## config.mk

```make
export PLATFORM = sky130hd
export DESIGN_NAME = mem_port_arbiter
export DESIGN_NICKNAME = d
export VERILOG_FILES = /design/src/rtl/mem_port_arbiter.sv
export SDC_FILE = /design/constraint.sdc
export NUM_CORES = 1
export LEC_CHECK = 0
export ABC_CLOCK_PERIOD_IN_PS = 2000
export CORE_AREA = 8 8 360 362
export CTS_BUF_LIST = sky130_fd_sc_hd__clkbuf_2
export CTS_CLUSTER_SIZE = 40
export DETAILED_ROUTE_END_ITERATION = 12
export DIE_AREA = 0 0 368 370
export SKIP_LAST_GASP = 1
export SLEW_MARGIN = 20
export SYNTH_ARGS = -nofsm -noshare
export SYNTH_HDL_FRONTEND = slang
export SYNTH_SLANG_ARGS = --single-unit
```

## constraint.sdc

```tcl
create_clock -name CLK -period 2 [get_ports CLK]
set_clock_uncertainty 0.2 [all_clocks]
set_input_delay 0.3 -clock CLK [delete_from_list [all_inputs] [get_ports CLK]]
set_output_delay 0.3 -clock CLK [all_outputs]
set_load 0.02 [all_outputs]
```

## src/rtl/mem_port_arbiter.sv

```systemverilog
// mem_port_arbiter
//   Shares the single 256-bit memory port between the instruction-cache
//   refill path and the data-cache path (line refill or 32-bit word write).
//   It selects a grant (round-robin on contention), runs the memory
//   request/ack handshake, routes the returned line to the granted cache,
//   and abandons a transaction with bus_err when mem_ack never arrives.
//
// Ports
//   CLK, RST            clock (rising edge), async active-low reset
//   ic_req/ic_addr      I-cache line read request (level, held until ic_done)
//   ic_line/ic_done     returned line, one-cycle completion pulse
//   dc_req/dc_we/...    D-cache request: line read (dc_we=0) or word write
//   dc_line/dc_done     returned line (reads), one-cycle completion pulse
//   bus_err             pulses with *_done when the transaction timed out
//   mem_*               memory port (request held until ack is sampled)
//   dbg_state           current FSM state, for observation only
//
// Handshakes
//   Requester side: *_req is a level held by the cache until its *_done
//   pulse; the arbiter latches everything it needs on the grant edge, so a
//   request dropped early still completes and still pulses *_done. The
//   cache must drop *_req in the cycle after *_done.
//   Memory side: mem_req and all mem_* outputs stay stable until mem_ack=1
//   is sampled on a rising edge; read data is taken in that same cycle.
//   mem_ack outside an active request is ignored.

module mem_port_arbiter #(
    parameter int ADDR_W  = 32,
    parameter int LINE_W  = 256,
    parameter int DATA_W  = 32,
    parameter int TIMEOUT = 64
) (
    input  logic              CLK,
    input  logic              RST,
    input  logic              ic_req,
    input  logic [ADDR_W-1:0] ic_addr,
    output logic [LINE_W-1:0] ic_line,
    output logic              ic_done,
    input  logic              dc_req,
    input  logic              dc_we,
    input  logic [ADDR_W-1:0] dc_addr,
    input  logic [DATA_W-1:0] dc_wdata,
    input  logic [3:0]        dc_wmask,
    output logic [LINE_W-1:0] dc_line,
    output logic              dc_done,
    output logic              bus_err,
    output logic              mem_req,
    output logic              mem_we,
    output logic [ADDR_W-1:0] mem_addr,
    output logic [DATA_W-1:0] mem_wdata,
    output logic [3:0]        mem_wmask,
    input  logic              mem_ack,
    input  logic [LINE_W-1:0] mem_rdata,
    output logic [1:0]        dbg_state
);

    typedef enum logic [1:0] {
        S_IDLE = 2'd0,
        S_BUSY = 2'd1,
        S_RESP = 2'd2
    } state_t;

    localparam int TW    = (TIMEOUT > 1) ? $clog2(TIMEOUT) : 1;
    localparam bit WD_EN = (TIMEOUT != 0);

    state_t            state, state_d;
    logic              grant_dc, grant_dc_d;   // 1 = DC owns the port
    logic              last_dc, last_dc_d;     // last grant went to DC
    logic [TW-1:0]     timer, timer_d;

    logic              mem_req_d, mem_we_d;
    logic [ADDR_W-1:0] mem_addr_d;
    logic [DATA_W-1:0] mem_wdata_d;
    logic [3:0]        mem_wmask_d;
    logic [LINE_W-1:0] ic_line_d, dc_line_d;
    logic              ic_done_d, dc_done_d, bus_err_d;

    logic              pick_dc;
    logic              wr_sel;
    logic [ADDR_W-1:0] addr_sel;

    assign dbg_state = state;

    always_ff @(posedge CLK or negedge RST) begin
        if (!RST) begin
            state     <= S_IDLE;
            grant_dc  <= 1'b0;
            last_dc   <= 1'b0;
            timer     <= '0;
            mem_req   <= 1'b0;
            mem_we    <= 1'b0;
            mem_addr  <= '0;
            mem_wdata <= '0;
            mem_wmask <= '0;
            ic_line   <= '0;
            dc_line   <= '0;
            ic_done   <= 1'b0;
            dc_done   <= 1'b0;
            bus_err   <= 1'b0;
        end else begin
            state     <= state_d;
            grant_dc  <= grant_dc_d;
            last_dc   <= last_dc_d;
            timer     <= timer_d;
            mem_req   <= mem_req_d;
            mem_we    <= mem_we_d;
            mem_addr  <= mem_addr_d;
            mem_wdata <= mem_wdata_d;
            mem_wmask <= mem_wmask_d;
            ic_line   <= ic_line_d;
            dc_line   <= dc_line_d;
            ic_done   <= ic_done_d;
            dc_done   <= dc_done_d;
            bus_err   <= bus_err_d;
        end
    end

    always_comb begin
        state_d     = state;
        grant_dc_d  = grant_dc;
        last_dc_d   = last_dc;
        timer_d     = timer;
        mem_req_d   = mem_req;
        mem_we_d    = mem_we;
        mem_addr_d  = mem_addr;
        mem_wdata_d = mem_wdata;
        mem_wmask_d = mem_wmask;
        ic_line_d   = ic_line;
        dc_line_d   = dc_line;
        ic_done_d   = 1'b0;
        dc_done_d   = 1'b0;
        bus_err_d   = 1'b0;

        // On contention the side that did not win last time gets the port;
        // last_dc resets to 0 (IC), so DC wins the first contended grant.
        pick_dc  = dc_req && (!ic_req || !last_dc);
        wr_sel   = pick_dc && dc_we;
        addr_sel = pick_dc ? dc_addr : ic_addr;

        case (state)
            S_IDLE: begin
                if (ic_req || dc_req) begin
                    grant_dc_d  = pick_dc;
                    last_dc_d   = pick_dc;
                    mem_req_d   = 1'b1;
                    mem_we_d    = wr_sel;
                    // Writes are word aligned, reads are line aligned.
                    mem_addr_d  = wr_sel ? (addr_sel & ~ADDR_W'(3))
                                         : (addr_sel & ~ADDR_W'(31));
                    mem_wdata_d = wr_sel ? dc_wdata : '0;
                    mem_wmask_d = wr_sel ? dc_wmask : '0;
                    timer_d     = '0;
                    state_d     = S_BUSY;
                end
            end
            S_BUSY: begin
                // Ack has priority over a timeout expiring in the same cycle.
                if (mem_ack) begin
                    if (!mem_we) begin
                        if (grant_dc) dc_line_d = mem_rdata;
                        else          ic_line_d = mem_rdata;
                    end
                    mem_req_d = 1'b0;
                    ic_done_d = !grant_dc;
                    dc_done_d = grant_dc;
                    timer_d   = '0;
                    state_d   = S_RESP;
                end else if (WD_EN && (timer == TW'(TIMEOUT - 1))) begin
                    if (grant_dc) dc_line_d = '0;
                    else          ic_line_d = '0;
                    mem_req_d = 1'b0;
                    ic_done_d = !grant_dc;
                    dc_done_d = grant_dc;
                    bus_err_d = 1'b1;
                    timer_d   = '0;
                    state_d   = S_RESP;
                end else begin
                    timer_d = timer + TW'(1);
                end
            end
            S_RESP: begin
                // *_done / bus_err are visible during this cycle and fall
                // back to their 0 defaults on the way out.
                timer_d = '0;
                state_d = S_IDLE;
            end
            default: begin
                state_d = S_IDLE;
            end
        endcase
    end

endmodule
```

Word-level counts from Yosys, hierarchy flattened
Cells that the tools add are included.

storage, ports and cells
  RAM bits = 0
  bits in read-only memories = 0
  register bits after elaboration = 594
  memories = 0
  latch bits = 0

operators by class
  div/mod/pow operators = 0
  order comparisons = 0
  $mul = 0
  eq/ne operators = 6
  bitwise operators = 1
  mux-type cells = 35
  reduce and logical (&&, ||, !) cells = 16
  shift-type cells = 0
  add/sub/neg operators = 1

operators by type and width
  cell                                                 number
  2-to-1 mux 256 bit                                   10
  2-to-1 mux 32 bit                                    2
  2-to-1 mux 6 bit                                     3
  one-hot mux 6 bit (3 select lines)                   1
  2-to-1 mux 1 bit                                     12
  AND reduction 4 bit                                  2
  adder 6 x 1 -> 6 bit, second input constant          1
  equality test 6 bit, second input constant           1
  2-to-1 mux 2 bit                                     3
  AND reduction 2 bit                                  3
  2-to-1 mux 5 bit                                     1
  2-to-1 mux 4 bit                                     1
  inequality test 2 bit, second input constant         2
  one-hot mux 2 bit (2 select lines)                   1
  nonzero test 2 bit                                   2
  inequality test 3 bit, second input constant         1
  AND reduction 3 bit                                  1
  nonzero test 3 bit                                   1
  equality test 2 x 1 -> 1 bit, second input constant  1
  equality test 2 bit, second input constant           1
  logical AND 1 bit                                    2
  logical NOT 1 bit                                    2
  logical NOT 2 bit                                    1
  logical OR 1 bit                                     2
  other kinds (2)                                      2

Depth between registers and ports, before layout
  depth after elaboration = 5
  mapped depth = 7

Worst setup path before layout
OpenSTA, ideal clock, no wires.

  path type = register -> register
  start point = register state[0], in the netlist dbg_state[0]
  end point = register dc_line[15]
  arrival time = 1.750 ns
  buffers on the path = 2
  setup time = 0.131 ns
  stages on the path, launching flop included = 6
  path slack = -0.081 ns
  required time = 1.669 ns
  period minus slack after synthesis = 2.081 ns
  path through = dfrtp_1 -> or3b_1 -> nor3_4 -> buf_6 -> clkbuf_2 -> o21ai_0

on the way
  word-level cells in the longest chain between the ends = 2

ends and longest elaborated chain
  element                        RTL line  RTL
  start, declared                66        state_t state, state_d;
  start signal, assigned         101       state <= state_d;
  equality test 2 x 1 -> 1 bit   140       case (state)
  AND reduction 4 bit (no line)  --
  end signal, assigned           111       dc_line <= dc_line_d;
  end, declared                  44        output logic [LINE_W-1:0] dc_line,

Every way passes these cells.
A chain may end at the register's enable or synchronous reset.

Worst setup path after layout
  start point = register mem_addr[5]
  end point = output mem_addr[5]

RTL lines
  element                 RTL line  RTL
  start, declared         49        output logic [ADDR_W-1:0] mem_addr,
  start signal, assigned  107       mem_addr <= mem_addr_d;

No word-level cell between the ends.

==> flow_metrics.env <==
export IMPL_syn_area_mm2=0.0301
export IMPL_cts_root_buf="clkbuf_2"
export IMPL_grt_start_max_net_pins=120
export IMPL_max_stage_delay_ns=0.43
export IMPL_setup_ws_ns=-0.621
export IMPL_drive_gt1_frac=0.290
export IMPL_wl_um=160000
export IMPL_cts_buffers=172
export IMPL_antenna_found_initial=9
export IMPL_insertion_delay_ns=1.43
export IMPL_fill_cells=11212
export IMPL_vias=36298
export IMPL_die_h_um=370
export IMPL_dpl_cell_area_mm2=0.0425
export IMPL_crit_path_cell_trace="clkbuf_2"
export IMPL_crit_path_max_fanout=2
export IMPL_slew_viol_final=0
export IMPL_grt_pass1_wl_um=212000
export IMPL_nNetsFinal=5892
export IMPL_core_area_mm2=0.124
export IMPL_routabilityCongestion=0.840
export IMPL_synthTopCellsByArea="dfrtp_1 (49%), nand2_1 (13%), o21ai_0 (7.8%), a41oi_1 (7.4%), o31a_1 (7.4%)"
export IMPL_fp_dieW_um=368
export IMPL_yosysMostFrequentCell="nand2_1"
export IMPL_rows=130
export IMPL_p_total_mw=83.8
export IMPL_synth_top_area_frac=0.492
export IMPL_wire_per_inst_um=21.9
export IMPL_top_usage_layer="met2"
export IMPL_slew_headroom=0.376
export IMPL_pwr_density_cell_mw_per_mm2=1470
export IMPL_post_dp_hpwl_um=93400
export IMPL_cts_max_level=4
export IMPL_ys_seq_elements=592
export IMPL_cp_start_kind="flop"
export IMPL_layout_area_seq_mm2=0.0148
export IMPL_syn_avg_cell_area_um2=8.86
export IMPL_clockBufferDepth=3
export IMPL_ys_top_cells_by_count="nand2_1 (1,030), dfrtp_1 (592), o21ai_0 (470)"
export IMPL_crit_arrival_ns=2.12
export IMPL_status="finished, violations left"
export IMPL_pin_count=949
export IMPL_synthCells=3396
export IMPL_track_usage=0.195
export IMPL_post_drt_via_cell_ratio=4.97
export IMPL_cts_tree="built"
export IMPL_die_area_mm2=0.136
export IMPL_first_iter_violations=3384
export IMPL_clk_pin_slew_ns=0.16
export IMPL_synth_top_area_cell="dfrtp_1"
export IMPL_cap_viol_max_count=0
export IMPL_p_leak_nw=25.7
export IMPL_postLayoutCellArea_mm2=0.0571
export IMPL_rsz0062_at_grt="true"
export IMPL_route_detailed_drc=0
export IMPL_crit_family="flip-flops"
export IMPL_setup_violations=1100
export IMPL_dr_pass1_iters=6
export IMPL_async_flop_share=1.00
export IMPL_worstHoldPathType="in2reg"
export IMPL_synth_flop_cell="dfrtp_1"
export IMPL_seq_area_frac_synth=0.492
export IMPL_worstPathRequired_ns=1.50
export IMPL_gr_usage_met1=0.235
export IMPL_fin_crit_ns=2.62
export IMPL_met3_usage=0.0565
export IMPL_period_share=1.31
export IMPL_tightest_slew_ns=0.936
export IMPL_yosysUniqueCellTypes=42
export IMPL_crit_path_end_kind="output port"
export IMPL_slowest_stage="dfrtp_1"
export IMPL_yosys_warnings=0
export IMPL_synth_edf_count=0
export IMPL_max_clock_freq_mhz=382
export IMPL_grt_met2_usage=0.319
export IMPL_critical_path_class="reg2out"
export IMPL_ant_nets=0
export IMPL_grt_pass1_vias=34327
export IMPL_area_delta_synth_final_pct=89.8
export IMPL_peakVddDrop_mv=0.947
export IMPL_multi_input_area_mm2=0.0141
export IMPL_overflow=0
export IMPL_portBuffers=939
export IMPL_initial_core_util=0.242
export IMPL_final_core_util=0.460
export IMPL_clock_sinks=592
export IMPL_finalHoldViolCount=0
export IMPL_failed_checks="negative setup slack"
export IMPL_critPathBufInv=1
## through the flow
stage / setup slack [ns] / hold slack [ns] / TNS [ns] / std cells
after global routing: -0.902 / 0.0896 / -578.43 / 7297
after floorplan: -0.0142 / -0.196 / -1.92 / 3397
final: -0.621 / 0.244 / -369.79 / 7299
after global placement: -0.177 / -0.0218 / -64.46 / 5834
after detailed placement: -0.198 / -0.0178 / -73.94 / 5834
after CTS: -0.941 / 0.0280 / -629.66 / 6857
## repair_timing
| action | 4_1_cts | 5_1_grt |
|---|---|---|
| pin swaps | 0 | 30 |
| cloned | 0 | 58 |
| setup buffers | 35 | 369 |
| hold buffers | 709 | 0 |
| setup endpoints to repair | 1072 | 1143 |
| hold endpoints to repair | 1184 | 0 |
| gates resized for setup | 1437 | 2565 |
## metal layers
layer | wire (um) | up-vias | part of all wire
met5 | 13 | - | 0.000081
met4 | 8260 | 2 | 0.052
met3 | 12400 | 448 | 0.077
met2 | 76000 | 1793 | 0.48
met1 | 63300 | 17703 | 0.40
li1 | - | 16352 | -
## final cells by class
type	count	share of cell area
Antenna cell	15	0.000657
Clock buffer	242	0.0212
Clock inverter	37	0.00578
Multi-Input combinational cell	2447	0.246
Sequential cell	592	0.260
Tap cell	1650	0.0361
Timing Repair Buffer	2316	0.430
## kinds of logic after synthesis
family,Yosys count,share of synthesized area
other cells,1,0.000125
compound gates,1081,0.249
buf+inv,358,0.0505
mux,54,0.0202
flops,592,0.492
simple gates,1307,0.187
xor+xnor,2,0.000582
fa+ha+maj,1,0.000416
## final timing paths
| path | from | end | slack (ns) | cells past startpoint |
|---|---|---|---|---|
| min in group asynchronous | RST | mem_wdata[11]$_DFFE_PN0P_ | 0.31 | 5 |
| max in group asynchronous | RST | ic_line[12]$_DFFE_PN0P_ | 0.38 | 6 |
| min reg2reg | mem_addr[30]$_DFFE_PN0P_ | mem_addr[30]$_DFFE_PN0P_ | 0.35 | 1 |
| max reg2reg | dbg_state[1]$_DFFE_PN0P_ | ic_line[203]$_DFFE_PN0P_ | -0.38 | 9 |
| min | mem_rdata[80] | ic_line[80]$_DFFE_PN0P_ | 0.24 | 5 |
| max | mem_addr[5]$_DFFE_PN0P_ | mem_addr[5] | -0.62 | 1 |
## where the power goes
group          switching (mW)  internal [mW]
clock                    5.77           4.00
sequential               5.10           17.0
combinational            25.7           26.2
total                    36.6           47.2
## state kept, by name, indices dropped and copies added, names as in the netlist
name and flops:
bus_err 1, dbg_state 2, dc_done 1, dc_line 256, ic_done 1, ic_line 256, last_dc 1, mem_addr 30
mem_req 1, mem_wdata 32, mem_we 1, mem_wmask 4, timer 6
## placed cells by master, fill, tap and decap left out, types with 18 or more instances in the layout
cell             count
nand2_1           1025
dlygate4sd3_1      708
buf_6              598
dfrtp_1            579
buf_4              500
o21ai_0            426
clkdlybuf4s50_1    352
nor2b_1            257
o31a_1             256
clkbuf_2           243
a41oi_1            233
o21ai_1             75
buf_12              72
mux2_2              54
clkbuf_16           51
a22o_1              41
a41oi_2             22
buf_16              21
clkinv_1            20
o21ai_2             18
Power figures use the tool's default switching activity.
